### src/rtl/fetch_queue.sv
// ---------------------------------------------------------------------------
// fetch_queue
//
// Circular instruction queue between the I-side (post address translation)
// and decode. Accepts packets of up to FETCH_WIDTH instructions per cycle and
// presents the ISSUE_WIDTH oldest entries to decode, which consumes a
// variable number of them each cycle. A redirect flush discards everything.
//
// Ports
//   clk              clock, all state updates on the rising edge
//   reset            synchronous active-high reset (same effect as flush)
//   flush            redirect: drop all queued entries and the same-cycle packet
//   in_valid         fetch packet present
//   in_ready         room for a full FETCH_WIDTH packet (from registered count)
//   in_pc            pc of slot 0; slot i has pc = in_pc + 4*i
//   in_mask          per-slot valid, contiguous from bit 0
//   in_instr         raw instructions, slot i at [32i+31:32i]
//   in_tlb_invalid   packet-wide I-TLB invalid
//   in_tlb_refill    packet-wide I-TLB refill
//   in_tlb_modified  packet-wide I-TLB modified
//   out_valid        thermometer, bit k = (count > k)
//   out_pc           pc of entry head+k
//   out_pcplus4      pc+4 of entry head+k
//   out_instr        instruction of entry head+k
//   out_exc          {addr_err, tlb_invalid, tlb_modified, tlb_refill} per entry
//   out_take         entries consumed by decode this cycle
//   count            current occupancy
// ---------------------------------------------------------------------------
module fetch_queue #(
  parameter int FETCH_WIDTH = 2,
  parameter int ISSUE_WIDTH = 2,
  parameter int DEPTH       = 8
) (
  input  logic                               clk,
  input  logic                               reset,
  input  logic                               flush,
  input  logic                               in_valid,
  output logic                               in_ready,
  input  logic [31:0]                        in_pc,
  input  logic [FETCH_WIDTH-1:0]             in_mask,
  input  logic [32*FETCH_WIDTH-1:0]          in_instr,
  input  logic                               in_tlb_invalid,
  input  logic                               in_tlb_refill,
  input  logic                               in_tlb_modified,
  output logic [ISSUE_WIDTH-1:0]             out_valid,
  output logic [32*ISSUE_WIDTH-1:0]          out_pc,
  output logic [32*ISSUE_WIDTH-1:0]          out_pcplus4,
  output logic [32*ISSUE_WIDTH-1:0]          out_instr,
  output logic [4*ISSUE_WIDTH-1:0]           out_exc,
  input  logic [$clog2(ISSUE_WIDTH+1)-1:0]   out_take,
  output logic [$clog2(DEPTH+1)-1:0]         count
);

  localparam int PW = $clog2(DEPTH);
  localparam int CW = $clog2(DEPTH+1);
  localparam int TW = $clog2(ISSUE_WIDTH+1);

  // Highest occupancy at which a full packet still fits.
  localparam logic [CW-1:0] READY_LIMIT = CW'(DEPTH - FETCH_WIDTH);
  localparam logic [CW-1:0] ISSUE_MAX   = CW'(ISSUE_WIDTH);

  // Queue state
  logic [PW-1:0] head_q, head_d;
  logic [PW-1:0] tail_q, tail_d;
  logic [CW-1:0] count_q, count_d;

  // Entry storage
  logic [31:0] pc_q     [DEPTH];
  logic [31:0] pcplus4_q[DEPTH];
  logic [31:0] instr_q  [DEPTH];
  logic [3:0]  exc_q    [DEPTH];

  // Incoming packet decode
  logic          exc_any_s;
  logic          addr_err_s;
  logic [CW-1:0] mask_cnt_s;
  logic          enq_s;
  logic [CW-1:0] n_enq_s;
  logic [CW-1:0] take_s;
  logic [CW-1:0] take_cnt_s;
  logic [CW-1:0] n_deq_s;
  logic [31:0]   slot_pc_s   [FETCH_WIDTH];
  logic [31:0]   slot_instr_s[FETCH_WIDTH];
  logic [3:0]    slot_exc_s;
  logic [PW-1:0] rd_idx_s    [ISSUE_WIDTH];

  // Acceptance depends only on registered occupancy, never on same-cycle dequeue.
  always_comb begin
    in_ready = (count_q <= READY_LIMIT);
  end

  // Per-slot derivation of pc, instruction and exception flags.
  always_comb begin
    // Every slot pc shares the low two bits of in_pc, so slot 0 decides alignment.
    addr_err_s = |in_pc[1:0];
    exc_any_s  = addr_err_s | in_tlb_invalid | in_tlb_refill | in_tlb_modified;
    slot_exc_s = {addr_err_s, in_tlb_invalid, in_tlb_modified, in_tlb_refill};
    for (int i = 0; i < FETCH_WIDTH; i++) begin
      slot_pc_s[i] = in_pc + 32'(4 * i);
      if (exc_any_s) begin
        // Faulting fetch becomes a single nop carrying the exception flags.
        slot_instr_s[i] = 32'h0000_0000;
      end else begin
        slot_instr_s[i] = in_instr[32*i +: 32];
      end
    end
  end

  // Number of slots written this cycle.
  always_comb begin
    mask_cnt_s = '0;
    for (int i = 0; i < FETCH_WIDTH; i++) begin
      mask_cnt_s = mask_cnt_s + CW'(in_mask[i]);
    end
    enq_s = in_valid & in_ready & ~flush;
    if (!enq_s) begin
      n_enq_s = '0;
    end else if (exc_any_s) begin
      // Truncate to slot 0 regardless of in_mask.
      n_enq_s = CW'(1);
    end else begin
      n_enq_s = mask_cnt_s;
    end
  end

  // Dequeue count, clamped to what is actually presented so that an
  // illegal out_take can never underflow the queue.
  always_comb begin
    take_s = CW'(out_take);
    if (take_s > count_q) begin
      take_cnt_s = count_q;
    end else begin
      take_cnt_s = take_s;
    end
    if (take_cnt_s > ISSUE_MAX) begin
      n_deq_s = ISSUE_MAX;
    end else begin
      n_deq_s = take_cnt_s;
    end
  end

  // Next-state pointers and occupancy; flush wins over enqueue and dequeue.
  always_comb begin
    head_d  = head_q;
    tail_d  = tail_q;
    count_d = count_q;
    if (flush) begin
      head_d  = '0;
      tail_d  = '0;
      count_d = '0;
    end else begin
      // Pointers wrap naturally at PW bits since DEPTH is a power of two.
      head_d  = head_q + PW'(n_deq_s);
      tail_d  = tail_q + PW'(n_enq_s);
      count_d = count_q + n_enq_s - n_deq_s;
    end
  end

  // Pointer and occupancy registers.
  always_ff @(posedge clk) begin
    if (reset) begin
      head_q  <= '0;
      tail_q  <= '0;
      count_q <= '0;
    end else begin
      head_q  <= head_d;
      tail_q  <= tail_d;
      count_q <= count_d;
    end
  end

  // Entry storage writes at tail, tail+1, ... in slot order. Stale contents
  // are never observable because outputs are masked by occupancy.
  always_ff @(posedge clk) begin
    for (int i = 0; i < FETCH_WIDTH; i++) begin
      if (!reset && (CW'(i) < n_enq_s)) begin
        pc_q     [tail_q + PW'(i)] <= slot_pc_s[i];
        pcplus4_q[tail_q + PW'(i)] <= slot_pc_s[i] + 32'd4;
        instr_q  [tail_q + PW'(i)] <= slot_instr_s[i];
        exc_q    [tail_q + PW'(i)] <= slot_exc_s;
      end
    end
  end

  // Read indices for the presented window.
  always_comb begin
    for (int k = 0; k < ISSUE_WIDTH; k++) begin
      rd_idx_s[k] = head_q + PW'(k);
    end
  end

  // Decode-facing outputs; data is forced to zero for slots beyond occupancy.
  always_comb begin
    out_valid   = '0;
    out_pc      = '0;
    out_pcplus4 = '0;
    out_instr   = '0;
    out_exc     = '0;
    for (int k = 0; k < ISSUE_WIDTH; k++) begin
      if (count_q > CW'(k)) begin
        out_valid[k]          = 1'b1;
        out_pc[32*k +: 32]      = pc_q[rd_idx_s[k]];
        out_pcplus4[32*k +: 32] = pcplus4_q[rd_idx_s[k]];
        out_instr[32*k +: 32]   = instr_q[rd_idx_s[k]];
        out_exc[4*k +: 4]       = exc_q[rd_idx_s[k]];
      end else begin
        out_valid[k] = 1'b0;
      end
    end
  end

  // Occupancy output.
  always_comb begin
    count = count_q;
  end

  fetch_queue_chk #(
    .DEPTH (DEPTH),
    .TW    (TW),
    .CW    (CW)
  ) u_chk (
    .clk      (clk),
    .reset    (reset),
    .flush    (flush),
    .out_take (out_take),
    .count    (count_q)
  );

endmodule

// ---------------------------------------------------------------------------
// fetch_queue_chk
//
// Simulation-only protocol checks for fetch_queue.
//
// Ports
//   clk, reset, flush  as on fetch_queue
//   out_take           decode consumption request
//   count              registered occupancy
// ---------------------------------------------------------------------------
module fetch_queue_chk #(
  parameter int DEPTH = 8,
  parameter int TW    = 2,
  parameter int CW    = 4
) (
  input logic          clk,
  input logic          reset,
  input logic          flush,
  input logic [TW-1:0] out_take,
  input logic [CW-1:0] count
);

  // Decode may not take more entries than are valid (flush ignores out_take).
  a_take_legal: assert property (@(posedge clk) disable iff (reset || flush)
    (int'(out_take) <= int'(count)));

  // Occupancy is bounded by the storage size.
  a_count_bound: assert property (@(posedge clk) disable iff (reset)
    (int'(count) <= DEPTH));

endmodule

### config.mk
export PLATFORM = sky130hd
export DESIGN_NAME = fetch_queue
export DESIGN_NICKNAME = d
export VERILOG_FILES = /design/src/rtl/fetch_queue.sv
export SDC_FILE = /design/constraint.sdc
export NUM_CORES = 2
export LEC_CHECK = 0
export ABC_AREA = 1
export BUFFER_PORTS_ARGS = -buffer_cell sky130_fd_sc_hd__buf_2
export CORE_MARGIN = 1.5
export CORE_UTILIZATION = 42
export CTS_CLUSTER_SIZE = 20
export DETAILED_ROUTE_END_ITERATION = 7
export GPL_TIMING_DRIVEN = 0
export PLACE_DENSITY = 0.57
export RECOVER_POWER = 25
export SETUP_SLACK_MARGIN = 0.05
export SYNTH_ARGS = -nofsm -noshare
export SYNTH_HDL_FRONTEND = slang
export SYNTH_SLANG_ARGS = --single-unit
### constraint.sdc
create_clock -name clk -period 17.01 [get_ports clk]
set_input_delay 1.701 -clock clk [delete_from_list [all_inputs] [get_ports clk]]
set_output_delay 1.701 -clock clk [all_outputs]
set_load 0.01 [all_outputs]
After elaboration in Yosys (flattened, before gate mapping). Memory sizes are Yosys's and may differ from the RTL's. A register that Yosys moved wholly into a read port is not among the register bits. Cells that the tools add are included.

Add/subtract/negate cells: 9. Multiply operators: 0. Divide/modulo/power cells: 0. $lt $le $gt $ge: 7. Eq/ne operators: 0. Shifts and indexed selects: 0. Mux-type cells: 24. Bitwise operators: 6. Reductions and logical operators: 5.

Operators by type and width (count): $mux W32 (8); $add A32 B3 Y32 const B (2); $mux W4 (4); $mux W3 (4); $gt A4 B1 Y1 const B (2); $lt A1 B4 Y1 const A (2); $add A3 B1 Y3 const B (2); $add A3 B3 Y3 (2); $mux W1 (6); $add A4 B4 Y4 (1); $gt A2 B4 Y1 (1); $gt A4 B2 Y1 const B (1); $le A4 B3 Y1 const B (1); $mux W2 (2); $reduce_or A2 Y1 (2); $sub A4 B4 Y4 (1); $or A1 B1 Y1 (3); $add A1 B1 Y2 (1); $and A1 B1 Y1 (2); $logic_and A1 B1 Y1 (2); $logic_not A1 Y1 (1); $not A1 Y1 (1).

Register bits after elaboration: 10. Latch bits: 0. RAM bits: 800. ROM bits: 0. Bits of input ports: 107. Output and inout bits: 207. Memories: 4.

Memory list: instr_q (depth 8, width 32, read ports 2, clocked after memory_dff 1, wr ports 2, line 70) `logic [31:0] instr_q [DEPTH];`; pc_q (depth 8, width 32, read ports 2, clocked after memory_dff 1, wr ports 2, line 68) `logic [31:0] pc_q [DEPTH];`; pcplus4_q (depth 8, width 32, read ports 2, clocked after memory_dff 1, wr ports 2, line 69) `logic [31:0] pcplus4_q[DEPTH];`; exc_q (depth 8, width 4, read ports 2, clocked after memory_dff 1, wr ports 2, line 71) `logic [3:0] exc_q [DEPTH];`.

Longest topological paths before layout.
Depth in word-level cells: 10. Depth in mapped cells: 18. Depth with buffers taken out: 18.

Least setup slack after synthesis. Ideal clock, no wire load.

Path type: input-to-reg. From: in in_mask[0]. To: mem exc_q[0][0], enable pin. Library setup time: 0.820 ns. Data arrival time: 12.178 ns. Data required time: 16.190 ns. Setup slack: 4.012 ns. Cell stages on the path: 5. Buffers on the path: 0. Cells stage by stage: ha_1 -> inv_1 -> a31oi_1 -> nand2_1 -> o41ai_1.

RTL lines: start: declaration (line 40) `input logic [FETCH_WIDTH-1:0] in_mask,`; end: declaration (line 71).

==> results.txt <==
The run finished, with violations left. The final reports fail on max-capacitance violations, max-slew violations. In the post-synthesis netlist, the biggest area contributors are sky130_fd_sc_hd__edfxtp_1 (49%), sky130_fd_sc_hd__o21ai_0 (16%), sky130_fd_sc_hd__nand2_1 (8.2%). For the worst-skew pair, the clock arrives at the later sink with an insertion delay of ~0.7 ns.

The critical path is of the input port to flip-flop type. The synthesis-to-finish area growth is 15.4%. The peak supply drop is 0.0000836 V. The boundary pin count is ~310.

After clock tree synthesis, the setup repair step added 0 buffers. The data required time at the worst endpoint came out at between 15 and 20 ns. The number of synthesized flops with an enable pin came out at between 700 and 800.

The number of antenna violations at the first check in global routing came out at 9. After synthesis the netlist holds a flip-flop and latch count of 794. The residual DRC count is 0. The cell leakage power came out at 20.3 nW. The effective utilization at floorplan is a little over two fifths. The share of synthesized area in the top cell type comes to roughly half. Dividing the detail-routed via count by the number of cells gives 6.23. Leaving out fill and tap cells, the most frequent cell in the layout is sky130_fd_sc_hd__o21ai_0.

The period utilization is approximately 77%. The final hold violation count came out at 0. The worst-case clock skew came out at roughly 0.024 ns. The die width is 340 um. The floorplan step defined a core boundary enclosing 113000 um^2.

The vertical extent of the die is about 340 um. After synthesis, the mean cell area works out to 7.98 um^2. The data arrival at the endpoint of the critical path is between 10 and 15 ns.

The measured slew at the worst slew-check pin came out at between 4 and 5 ns. In this design, the stage delay of the slowest critical-path cell is between 3 and 4 ns. Counting I/O delays and the setup requirement, the final critical path takes about 13 ns.

The instance area after placement is about 52000 um^2. The fraction of met3 tracks used by global routing came out at about a tenth. The clock edge transition at the registers on the reported setup and hold paths came out at about 0.06 ns.

The highest-delay cell along the critical path is sky130_fd_sc_hd__nor4_1. The area of combinational cells with multiple inputs is 20500 um^2. The clock net sink count is between 700 and 800. The cell accounting for the most synthesized area is sky130_fd_sc_hd__edfxtp_1. The initialized floorplan defines around 120 standard-cell rows.

Setup repair after global routing left no endpoint under its margin. Traced cell by cell, the critical path runs through clkbuf_1 -> inv_1 -> nand2_1 -> nor4_1 -> inv_1 -> nor3_1 -> clkinv_1 -> nor2_1 -> nand3_1 -> clkbuf_1 -> buf_2 -> o41ai_2 -> buf_4 -> buf_4 -> buf_4 -> buf_4 -> buf_6 -> buf_4. Across every metal layer, demand over resource in global routing totals approximately two fifths. The Yosys step of the flow raised 0 warnings. The number of global-route vias before repair came to between 40000 and 50000. Dividing total power by cell area gives a power density of approximately 140 nW/um^2.

The wire length of the first global-routing pass is 334 mm. The detail route stage leaves a number of antenna-violating nets equal to 0. The endpoint kind of the worst setup timing path is a flip-flop. The met1 global-route usage came out at 49.8%. After global routing, the most crowded layer is met2. The total grt overflow came out at 0. The top cell types in the final layout, fill and taps aside, are sky130_fd_sc_hd__o21ai_0 (1551), sky130_fd_sc_hd__nand2_1 (1043), sky130_fd_sc_hd__edfxtp_1 (784). The core utilization of the finished layout came out at between 40% and 50%. TritonCTS built the clock tree. The number of maximum-capacitance constraint violations is 7. The number of hold buffers added after CTS was 0. The congestion estimate from routability-driven global placement came to about 1. The number of slew-limit violations in the final report came out at 41. The total of buffers placed on input and output ports came out at 290. The gate count of the mapped netlist came out at 5982. The number of nets in the layout is roughly 6600. The H-tree was split into 3 levels. The achievable clock frequency came out at 76.6 MHz.

The tree is rooted in a sky130_fd_sc_hd__clkbuf_16. The count of distinct cell types in the synthesized netlist is 38. After routing the design area is 55100 um^2. The number of design-rule violations left by the first detailed-router iteration is 7952. The portion of the post-synthesis area used by sequential elements is 49.7%. The maximum net fanout on the critical path came out at 10. The routed layout has 50400 vias.

For this run, the leading register cell type out of synthesis is sky130_fd_sc_hd__edfxtp_1. After detailed routing, the average wire length per cell comes to between 20 and 30 um. The post-route netlist has around a tenth of its cells at a drive strength greater than 1. The pre-antenna-repair detailed-routing pass consisted of 8 iterations. Summing all flip-flop and latch instances after layout gives 23700 um^2. The min-delay analysis places its worst path in the category flip-flop to flip-flop. The number of buffers created by CTS came out at 91. Counting stages on the worst path, the most repeated cell is sky130_fd_sc_hd__buf_4. The maximum buffer depth of the clock tree is 3.

The async set-reset flop share out of synthesis came out at 0%. Counting the fill cells in the layout gives about 11000. The die covers ~120000 um^2.

The met2 usage is about three fifths. The number of cells upsized or downsized after cts came out at 0. Entering global routing, the biggest net connects 14 pins. The sum of net half-perimeters after detailed placement is 178 mm. The element type at the critical path start is an input port. The net count of the mapped netlist came out at 6110.

The final-report setup violation count came out at 0. The post-synthesis instance area came out at 47700 um^2. Summed over all layers, the routed wires come to ~240 mm.

In this run the tightest slew margin relative to its limit is -189%.
state kept, by name (all words and copies together) (netlist names):
register / cells
count: 4
exc_q: 32
head_q: 3
instr_q: 256
pc_q: 240
pcplus4_q: 256
tail_q: 3
power by group:
group | switching, mW | leakage (nW) | internal [mW]
registers | 0.0168 | 7.17 | 2.16
clock network | 0.879 | 1.44 | 1.18
logic | 2.75 | 11.7 | 0.962
worst paths after layout:
| check | from | cells past startpoint | slack [ns] | to |
|---|---|---|---|---|
| min reg2reg | count[0] | 3 | 0.71 | count[0] |
| max | in_pc[1] | 18 | 3.95 | instr_q[7][21] |
| min | count[0] | 3 | 0.71 | count[0] |
| max reg2reg | count[3] | 19 | 10.09 | instr_q[7][21] |
critical path, delay by kind of cell:
family,cells,cell delay [ns]
simple gates,5,6.69
compound gates,1,0.14
buf+inv,12,4.87
Yosys cell counts, types with 2 or more instances:
cell and n:
sky130_fd_sc_hd__o21ai_1 43, sky130_fd_sc_hd__ha_1 17, sky130_fd_sc_hd__o221a_2 68, sky130_fd_sc_hd__o21ai_0 1544, sky130_fd_sc_hd__clkinv_1 3, sky130_fd_sc_hd__o211ai_1 65, sky130_fd_sc_hd__nor2_1 611, sky130_fd_sc_hd__buf_4 9
sky130_fd_sc_hd__nor2_2 10, sky130_fd_sc_hd__buf_2 33, sky130_fd_sc_hd__o41ai_1 8, sky130_fd_sc_hd__nand2_2 11, sky130_fd_sc_hd__inv_1 371, sky130_fd_sc_hd__clkbuf_1 440, sky130_fd_sc_hd__fa_1 4, sky130_fd_sc_hd__dfxtp_1 10
sky130_fd_sc_hd__nand4_1 9, sky130_fd_sc_hd__nand2_1 1041, sky130_fd_sc_hd__inv_2 8, sky130_fd_sc_hd__nand3_1 113, sky130_fd_sc_hd__a31oi_1 100, sky130_fd_sc_hd__nor3_1 100, sky130_fd_sc_hd__xnor2_1 3, sky130_fd_sc_hd__edfxtp_1 784
sky130_fd_sc_hd__a211oi_1 2, sky130_fd_sc_hd__buf_1 52, sky130_fd_sc_hd__xor2_1 25, sky130_fd_sc_hd__a21oi_1 482, sky130_fd_sc_hd__nor3_2 2, sky130_fd_sc_hd__nand3_2 2, sky130_fd_sc_hd__nor2_4 4, sky130_fd_sc_hd__and2_1 2
routing by layer:
metal,up-vias,routed length (um)
met5,-,13
met4,2,17800
met3,823,32000
met2,3928,104000
met1,23700,84200
li1,22000,-
per-stage QoR:
stage	cells	TNS (ns)	setup WS [ns]	hold WS (ns)	power (mW)
floorplan	5982	0	4.01	0.521	4.07
global placement	7772	-5946.30	-7.88	0.661	5.72
detailed placement	7915	0	8.28	0.695	5.74
CTS	8081	0	9.03	0.711	7.75
global route	8081	0	4.69	0.726	8.13
finish	8085	0	3.95	0.708	7.95
final cells by class:
type | count | share of cell area (%)
diodes | 4 | 0.0182
multi-input cells | 4271 | 37.2
clock inverters | 58 | 1.08
repair buffers | 433 | 4.52
flip-flops and latches | 794 | 43.1
inverters | 382 | 2.60
clock buffers | 108 | 4.33
plain buffers | 535 | 3.76
well taps | 1500 | 3.41
kinds of logic after synthesis:
group | share of synthesized area, %
compound gates | 25.8
fa+ha+maj | 0.613
simple gates | 15.9
xor+xnor | 0.514
buf+inv | 7.37
flops | 49.7
Power figures use the tool's default switching activity.
